--- src/rtl/keypad_pkg.sv ---
// Shared types, constants and helpers for the 4x4 matrix keypad scanner.
package keypad_pkg;

  localparam int unsigned LINE_W  = 4;
  localparam int unsigned IDX_W   = 2;
  localparam int unsigned CODE_W  = 4;
  localparam int unsigned NUM_W   = 32;
  localparam int unsigned PRESS_W = 2;

  typedef enum logic [1:0] {
    SCAN     = 2'd0,
    DEBOUNCE = 2'd1,
    HELD     = 2'd2,
    RELEASE  = 2'd3
  } state_t;

  localparam logic [PRESS_W-1:0] PRESS_NONE  = 2'b00;
  localparam logic [PRESS_W-1:0] PRESS_DIGIT = 2'b01;
  localparam logic [PRESS_W-1:0] PRESS_FUNC  = 2'b10;

  // Indexed [row][col]; A-D live in column 3, row 3 is *, 0, #, D.
  localparam logic [CODE_W-1:0] KEY_MAP [LINE_W][LINE_W] = '{
    '{4'd1,  4'd2, 4'd3,  4'd10},
    '{4'd4,  4'd5, 4'd6,  4'd11},
    '{4'd7,  4'd8, 4'd9,  4'd12},
    '{4'd14, 4'd0, 4'd15, 4'd13}
  };

  function automatic logic is_digit(input logic [CODE_W-1:0] code);
    return code <= CODE_W'(9);
  endfunction

  function automatic logic [PRESS_W-1:0] press_class(input logic [CODE_W-1:0] code);
    return is_digit(code) ? PRESS_DIGIT : PRESS_FUNC;
  endfunction

  // Exactly one row pulled low; zero or several low rows read as no key.
  function automatic logic single_low(input logic [LINE_W-1:0] rows);
    return $countones(~rows) == 1;
  endfunction

  function automatic logic [IDX_W-1:0] low_index(input logic [LINE_W-1:0] rows);
    logic [IDX_W-1:0] idx;
    idx = '0;
    for (int i = 0; i < int'(LINE_W); i++) begin
      if (!rows[i]) idx = IDX_W'(i);
    end
    return idx;
  endfunction

endpackage

--- src/rtl/keypad_scan_if.sv ---
// Keypad pins plus decoded-key outputs; master is the scanner, slave its surroundings.
interface keypad_scan_if;
  import keypad_pkg::*;

  logic [LINE_W-1:0]  row_n;
  logic [LINE_W-1:0]  col_n;
  logic [CODE_W-1:0]  key_code;
  logic               key_valid;
  logic [NUM_W-1:0]   number;
  logic [PRESS_W-1:0] pressed;
  logic               key_held;

  modport master (
    input  row_n,
    output col_n, key_code, key_valid, number, pressed, key_held
  );

  modport slave (
    output row_n,
    input  col_n, key_code, key_valid, number, pressed, key_held
  );

endinterface

--- src/rtl/keypad_sync.sv ---
// Two-flop synchronizer for the asynchronous keypad row lines; resets to all-ones (no key).
module keypad_sync #(
  parameter int unsigned WIDTH = 4
) (
  input  logic             clk,
  input  logic             rst,
  input  logic [WIDTH-1:0] d,
  output logic [WIDTH-1:0] q
);

  logic [WIDTH-1:0] meta;

  always_ff @(posedge clk) begin
    if (rst) begin
      meta <= '1;
      q    <= '1;
    end else begin
      meta <= d;
      q    <= meta;
    end
  end

endmodule

--- src/rtl/keypad_scan.sv ---
// 4x4 keypad scanner: column scan, press/release debounce, key decode.
// Build option KEY_REPEAT_EN: auto-repeat while a key stays held.
module keypad_scan
  import keypad_pkg::*;
#(
  parameter int unsigned SCAN_DIV     = 1000,
  parameter int unsigned DEBOUNCE_CNT = 8
) (
  input  logic          clk,
  input  logic          rst,
  keypad_scan_if.master bus
);

  localparam int unsigned DIV_W = $clog2(SCAN_DIV);
  localparam int unsigned DEB_W = $clog2(DEBOUNCE_CNT + 1);
`ifdef KEY_REPEAT_EN
  localparam int unsigned REP_W = $clog2(4 * DEBOUNCE_CNT);
`endif

  logic [LINE_W-1:0]  row_s;
  logic [DIV_W-1:0]   div_cnt_q;
  logic               tick_c;

  state_t             state_q, state_d;
  logic [IDX_W-1:0]   col_idx_q, col_idx_d;
  logic [LINE_W-1:0]  row_lat_q, row_lat_d;
  logic [DEB_W-1:0]   deb_cnt_q, deb_cnt_d;
  logic [LINE_W-1:0]  col_n_q;
  logic [CODE_W-1:0]  key_code_q, key_code_d;
  logic               key_valid_q, key_valid_d;
  logic [NUM_W-1:0]   number_q, number_d;
  logic [PRESS_W-1:0] pressed_q, pressed_d;
  logic               key_held_q, key_held_d;
  logic [CODE_W-1:0]  accept_code_c;
`ifdef KEY_REPEAT_EN
  logic [REP_W-1:0]   rep_cnt_q, rep_cnt_d;
  logic               rep_pend_q, rep_pend_d;
`endif

  keypad_sync #(.WIDTH(LINE_W)) u_sync (
    .clk (clk),
    .rst (rst),
    .d   (bus.row_n),
    .q   (row_s)
  );

  // Free-running sample divider; tick on the last count.
  assign tick_c = (div_cnt_q == DIV_W'(SCAN_DIV - 1));

  always_ff @(posedge clk) begin
    if (rst)         div_cnt_q <= '0;
    else if (tick_c) div_cnt_q <= '0;
    else             div_cnt_q <= div_cnt_q + DIV_W'(1);
  end

  assign accept_code_c = KEY_MAP[low_index(row_lat_q)][col_idx_q];

  always_comb begin
    state_d     = state_q;
    col_idx_d   = col_idx_q;
    row_lat_d   = row_lat_q;
    deb_cnt_d   = deb_cnt_q;
    key_code_d  = key_code_q;
    key_valid_d = 1'b0;
    number_d    = number_q;
    pressed_d   = pressed_q;
    key_held_d  = key_held_q;
`ifdef KEY_REPEAT_EN
    rep_cnt_d   = rep_cnt_q;
    rep_pend_d  = 1'b0;
    // A repeat drops pressed for one cycle; restore it here.
    if (rep_pend_q) pressed_d = press_class(key_code_q);
`endif
    if (tick_c) begin
      case (state_q)
        SCAN: begin
          if (single_low(row_s)) begin
            row_lat_d = row_s;
            deb_cnt_d = DEB_W'(1);
            state_d   = DEBOUNCE;
          end else begin
            col_idx_d = col_idx_q + IDX_W'(1);
          end
        end
        DEBOUNCE: begin
          if (row_s == row_lat_q) begin
            if (deb_cnt_q == DEB_W'(DEBOUNCE_CNT - 1)) begin
              state_d     = HELD;
              key_code_d  = accept_code_c;
              key_valid_d = 1'b1;
              key_held_d  = 1'b1;
              pressed_d   = press_class(accept_code_c);
              if (is_digit(accept_code_c)) number_d = NUM_W'(accept_code_c);
`ifdef KEY_REPEAT_EN
              rep_cnt_d   = '0;
`endif
            end else begin
              deb_cnt_d = deb_cnt_q + DEB_W'(1);
            end
          end else begin
            state_d   = SCAN;
            col_idx_d = col_idx_q + IDX_W'(1);
          end
        end
        HELD: begin
          if (row_s == '1) begin
            deb_cnt_d = DEB_W'(1);
            state_d   = RELEASE;
          end
`ifdef KEY_REPEAT_EN
          else if (rep_cnt_q == REP_W'(4 * DEBOUNCE_CNT - 1)) begin
            key_valid_d = 1'b1;
            key_code_d  = key_code_q;
            if (is_digit(key_code_q)) number_d = NUM_W'(key_code_q);
            pressed_d   = PRESS_NONE;
            rep_pend_d  = 1'b1;
            rep_cnt_d   = REP_W'(2 * DEBOUNCE_CNT);
          end else begin
            rep_cnt_d = rep_cnt_q + REP_W'(1);
          end
`endif
        end
        RELEASE: begin
          if (row_s == '1) begin
            if (deb_cnt_q == DEB_W'(DEBOUNCE_CNT - 1)) begin
              state_d    = SCAN;
              col_idx_d  = col_idx_q + IDX_W'(1);
              key_held_d = 1'b0;
              pressed_d  = PRESS_NONE;
            end else begin
              deb_cnt_d = deb_cnt_q + DEB_W'(1);
            end
          end else begin
            state_d = HELD;
          end
        end
        default: state_d = SCAN;
      endcase
    end
  end

  always_ff @(posedge clk) begin
    if (rst) begin
      state_q     <= SCAN;
      col_idx_q   <= '0;
      row_lat_q   <= '1;
      deb_cnt_q   <= '0;
      col_n_q     <= 4'b1110;
      key_code_q  <= '0;
      key_valid_q <= 1'b0;
      number_q    <= '0;
      pressed_q   <= PRESS_NONE;
      key_held_q  <= 1'b0;
`ifdef KEY_REPEAT_EN
      rep_cnt_q   <= '0;
      rep_pend_q  <= 1'b0;
`endif
    end else begin
      state_q     <= state_d;
      col_idx_q   <= col_idx_d;
      row_lat_q   <= row_lat_d;
      deb_cnt_q   <= deb_cnt_d;
      col_n_q     <= ~(LINE_W'(1) << col_idx_d);
      key_code_q  <= key_code_d;
      key_valid_q <= key_valid_d;
      number_q    <= number_d;
      pressed_q   <= pressed_d;
      key_held_q  <= key_held_d;
`ifdef KEY_REPEAT_EN
      rep_cnt_q   <= rep_cnt_d;
      rep_pend_q  <= rep_pend_d;
`endif
    end
  end

  assign bus.col_n     = col_n_q;
  assign bus.key_code  = key_code_q;
  assign bus.key_valid = key_valid_q;
  assign bus.number    = number_q;
  assign bus.pressed   = pressed_q;
  assign bus.key_held  = key_held_q;

endmodule

--- src/flat_wrapper.sv ---
// flat-port wrapper written by rule: the top's interface ports become plain ports
module keypad_scan_flat import keypad_pkg::*;
#(
  parameter int unsigned SCAN_DIV     = 1000,
  parameter int unsigned DEBOUNCE_CNT = 8
)
  (clk, rst, bus_row_n, bus_col_n, bus_key_code, bus_key_valid, bus_number, bus_pressed, bus_key_held);
  keypad_scan_if bus_i ();
  input  logic clk;
  input  logic rst;
  input wire logic [$bits(bus_i.row_n)-1:0] bus_row_n;
  output wire logic [$bits(bus_i.col_n)-1:0] bus_col_n;
  output wire logic [$bits(bus_i.key_code)-1:0] bus_key_code;
  output wire logic [$bits(bus_i.key_valid)-1:0] bus_key_valid;
  output wire logic [$bits(bus_i.number)-1:0] bus_number;
  output wire logic [$bits(bus_i.pressed)-1:0] bus_pressed;
  output wire logic [$bits(bus_i.key_held)-1:0] bus_key_held;
  assign bus_i.row_n = bus_row_n;
  assign bus_col_n = bus_i.col_n;
  assign bus_key_code = bus_i.key_code;
  assign bus_key_valid = bus_i.key_valid;
  assign bus_number = bus_i.number;
  assign bus_pressed = bus_i.pressed;
  assign bus_key_held = bus_i.key_held;
  keypad_scan #(.SCAN_DIV(SCAN_DIV), .DEBOUNCE_CNT(DEBOUNCE_CNT)) u_core (.clk(clk), .rst(rst), .bus(bus_i));
endmodule
--- config.mk ---
export PLATFORM = sky130hd
export DESIGN_NAME = keypad_scan_flat
export DESIGN_NICKNAME = d
export VERILOG_FILES = /design/src/rtl/keypad_pkg.sv /design/src/rtl/keypad_scan_if.sv /design/src/rtl/keypad_sync.sv /design/src/rtl/keypad_scan.sv /design/src/flat_wrapper.sv
export SDC_FILE = /design/constraint.sdc
export NUM_CORES = 1
export LEC_CHECK = 0
export BUFFER_PORTS_ARGS = -buffer_cell sky130_fd_sc_hd__buf_4
export CAP_MARGIN = 10
export CORE_MARGIN = 4
export CORE_UTILIZATION = 58
export CTS_CLUSTER_SIZE = 28
export DETAILED_ROUTE_END_ITERATION = 8
export PLACE_DENSITY = 0.84
export RECOVER_POWER = 50
export SETUP_SLACK_MARGIN = 0.3
export SLEW_MARGIN = 20
export SYNTH_ARGS = -nofsm -noshare
export SYNTH_HDL_FRONTEND = slang
export SYNTH_SLANG_ARGS = --single-unit
--- constraint.sdc ---
create_clock -name clk -period 4.49 [get_ports clk]
set_input_delay 0 -clock clk [delete_from_list [all_inputs] [get_ports clk]]
set_output_delay 0 -clock clk [all_outputs]
set_load 0.01 [all_outputs]
==> run_results.csv <==
group,metric,value,unit
grt,grt_pass1_wl,6.858,mm
floorplan,die-width,71.53,µm
clock_tree,hold_buffers,4,
routing,drt-initial-drc-count,75,
min_path,holdCritPathClass,"in -> reg",
clock_tree,cts.htree.levels,2,
grt,groute.usage.overall,16.77,%
power,power.density_cell_area,291.0,mW/mm²
synth,synthesis.area_per_instance,8.670,µm²
final_layout,layout.nets,302,
synth,synth_commonest_cells,"dfxtp_1 (46), buf_4 (28), nand2_1 (27), nor2_1 (15), nand3_1 (12)",
timing,fin_crit_sh,63.21,%
routing,wirelength_per_cell,12.88,µm
timing,finalWorstPathRequiredPeriod,2.838,ns
grt,first_global_vias,1537,
synth,proportion_of_register_bits_with_asynchronous_set_or_reset_after_synthesis,0,%
critical_path,cp_max_fo,8,
routing,post_route_drc_violation_count,0,
clock_tree,worst_skew_pair.late_latency,0.30,ns
floorplan,site_row_count,22,
grt,grt_util_met1,21.61,%
floorplan,initial_cell_density_of_the_core,62.08,%
final_layout,layout.filler_cells,332,
floorplan,die_area,0.005117,mm²
clock_tree,cts.clk_slew.worst_paths,0.09,ns
grt,grt_antenna_before_repair,0,
critical_path,critical_path.startpoint_type,"flop",
timing,max_clock_freq,352.3,MHz
synth,ys_seq_elements,46,
critical_path,critPathArrivalTime,3.00,ns
critical_path,endpoint_kind,"flop",
synth,synth_edf_count,0,
grt,use_met2,27.04,%
timing,clock-skew-final,0.008663,ns
synth,synth_flop_cell,"dfxtp_1",
routing,number_of_search_and_repair_iterations_in_the_first_detailed_routing_pass,6,
timing,worst_pin_slew,0.7554,ns
timing,setup_viol,0,
status,run_status,"finished, final reports clean",
synth,synth.largest_area_cell,"dfxtp_1",
clock_tree,numClockSinks,46,
job,cap_violations,0,
timing,fin_ws,1.652,ns
floorplan,die_y,71.53,µm
floorplan,fp.coreArea,0.003771,mm²
power,power,0.7184,mW
timing,whs,0.06650,ns
routing,route.vias.total,1790,
place,gp_congestion,0.8902,
final_layout,finish.cell_count_without_fillers,337,
power,power.leakage,1.047,nW
final_layout,antenna_cells_inserted,0,
place,placed_cells,325,
floorplan,floorplan.io_pins,50,
grt,grt_max_degree,32,
synth,yosys_warnings,0,
synth,synth_top_area_share,39.34,%
routing,totalWireLength,4.341,mm
place,half_perimeter_wire_length_after_placement,3.086,mm
timing,maxSlewHeadroom,48.34,%
final_layout,share_of_layout_cells_above_drive_strength_1,10.03,%
clock_tree,cts_resized,0,
grt,globalRoute.totalOverflow,0,
timing,hold_viol_final,0,
critical_path,cp.required,4.65,ns
timing,totalNegativeSetupSlack,0,ns
routing,ant_nets,0,
timing,rsz0062_at_grt,"false",
synth,syn_inst,270,
synth,most_common_cell_in_the_synthesized_netlist,"dfxtp_1",
clock_tree,post-cts-setup-buffers,0,
synth,yosysUniqueCellTypes,50,
synth,mappedNetlistArea,0.002341,mm²
grt,grt.met3_usage,4.628,%
synth,sequential_share_of_the_synthesized_area,39.34,%
grt,global_route.peak_usage_layer,"met2",
power,vdd_drop_max,0.0002294,V
timing,final_max_slew_viol_count,0,
clock_tree,max-clock-path-buffers,2,
clock_tree,clk_root_buffer_cell,"clkbuf_8",
routing,detail_route.vias_per_cell,5.312,
clock_tree,cts-buffers-inserted,5,
critical_path,critical_path_type,"reg -> reg",
place,detailedPlace.worstSlack,1.672,ns
clock_tree,cts_tree,"built",
final_layout,syn_to_layout_area_delta,5.452,%
synth,synth_top_cells_by_area,"dfxtp_1 (39%), buf_4 (9.0%), nand2_1 (4.3%)",
place,buffer_ports.inserted,21,
[kinds of logic (layout without fill, tap and decap cells)]
group / count (synthesis) / after routing / share of synthesized area (%)
XOR/XNOR: 14 / 14 / 5.238
AND/OR/NAND/NOR: 103 / 103 / 23.57
other: 1 / 28 / 0.1602
adder cells (fa/ha/maj): 8 / 8 / 4.596
AO/OA/AOI/OAI: 47 / 47 / 13.42
multiplexers: 3 / 3 / 1.390
flip-flops: 46 / 46 / 39.34
buffers and inverters: 48 / 40 / 12.29
[final cells by class]
type                            instances  area, µm²  share of cell area [%]
Clock buffer                            5      68.82                   2.788
Clock inverter                          3      21.27                  0.8616
Inverter                                7      26.28                   1.064
Multi-Input combinational cell        203       1234                   49.97
Sequential cell                        46      920.9                   37.30
Tap cell                               48      60.06                   2.433
Timing Repair Buffer                   25      137.6                   5.575
[through the flow]
step	util, %	cell area [µm²]
global placement	63.60	2399
CTS	67.05	2529
floorplan	-	2442
global route	65.46	2469
detailed placement	63.60	2399
finish	65.46	2469
[registers in the layout, summed over array words and instances, names as in the netlist, 2 cells and up]
name,count
u_core.div_cnt_q,10
u_core.bus.number,4
u_core.bus.col_n,4
u_core.u_sync.meta,4
u_core.bus.pressed,2
u_core.bus.key_code,4
u_core.deb_cnt_q,4
u_core.col_idx_q,2
u_core.u_sync.q,4
u_core.state_q,2
u_core.row_lat_q,4
[layout by cell type, fill, tap and decap left out, types with 3 or more instances in the layout]
cell	synthesis	final
clkbuf_1	10	16
nor2_1	15	15
or3b_2	3	3
a211oi_1	3	3
xor2_1	11	11
conb_1	1	28
nor3_1	4	4
dlygate4sd3_1	0	4
a21oi_1	11	11
xnor2_1	3	3
nand3_1	12	12
o211ai_1	4	4
nor4_1	3	3
clkbuf_4	0	4
and3_1	6	6
or2_2	8	8
nand2_1	27	27
o21ai_0	10	10
o32ai_1	3	3
dfxtp_1	46	46
nor2b_1	4	4
ha_1	7	7
a31oi_1	4	4
inv_1	7	7
clkbuf_8	0	5
nand4_1	5	5
[worst max-delay path: stages, from the launching register on]
cell	delay, ns
dfxtp_1	0.38
inv_1	0.08
ha_1	0.30
ha_1	0.21
fa_1	0.44
or3b_2	0.50
or4_1	0.56
nand2_1	0.13
o211ai_1	0.09
[worst paths after layout]
kind | slack [ns] | depth (start not counted) | startpoint | end
worst min-delay path | 0.07 | 2 | rst | u_core.div_cnt_q[2]$_SDFF_PP0_
worst min register to register | 0.41 | 1 | u_core.u_sync.meta[2]$_SDFF_PP1_ | u_core.u_sync.q[2]$_SDFF_PP1_
worst max-delay path | 1.65 | 8 | u_core.u_sync.q[0]$_SDFF_PP1_ | u_core.row_lat_q[3]$_SDFFE_PP1P_
worst max register to register | 1.65 | 8 | u_core.u_sync.q[0]$_SDFF_PP1_ | u_core.row_lat_q[3]$_SDFFE_PP1P_
[where the power goes]
part	internal, mW	switching, mW	total, mW	leakage, nW
Clock	0.109	0.143	0.252	0.0441
Sequential	0.413	0.00326	0.416	0.373
Combinational	0.0172	0.0328	0.0500	0.630
[routing by layer]
| layer | share of wire, % | up-vias |
|---|---|---|
| met5 | 0 | - |
| met4 | 1.2 | 0 |
| met3 | 6.4 | 4 |
| met2 | 47 | 51 |
| met1 | 46 | 815 |
| li1 | - | 920 |
No activity file was read; power rests on OpenSTA's default activity.
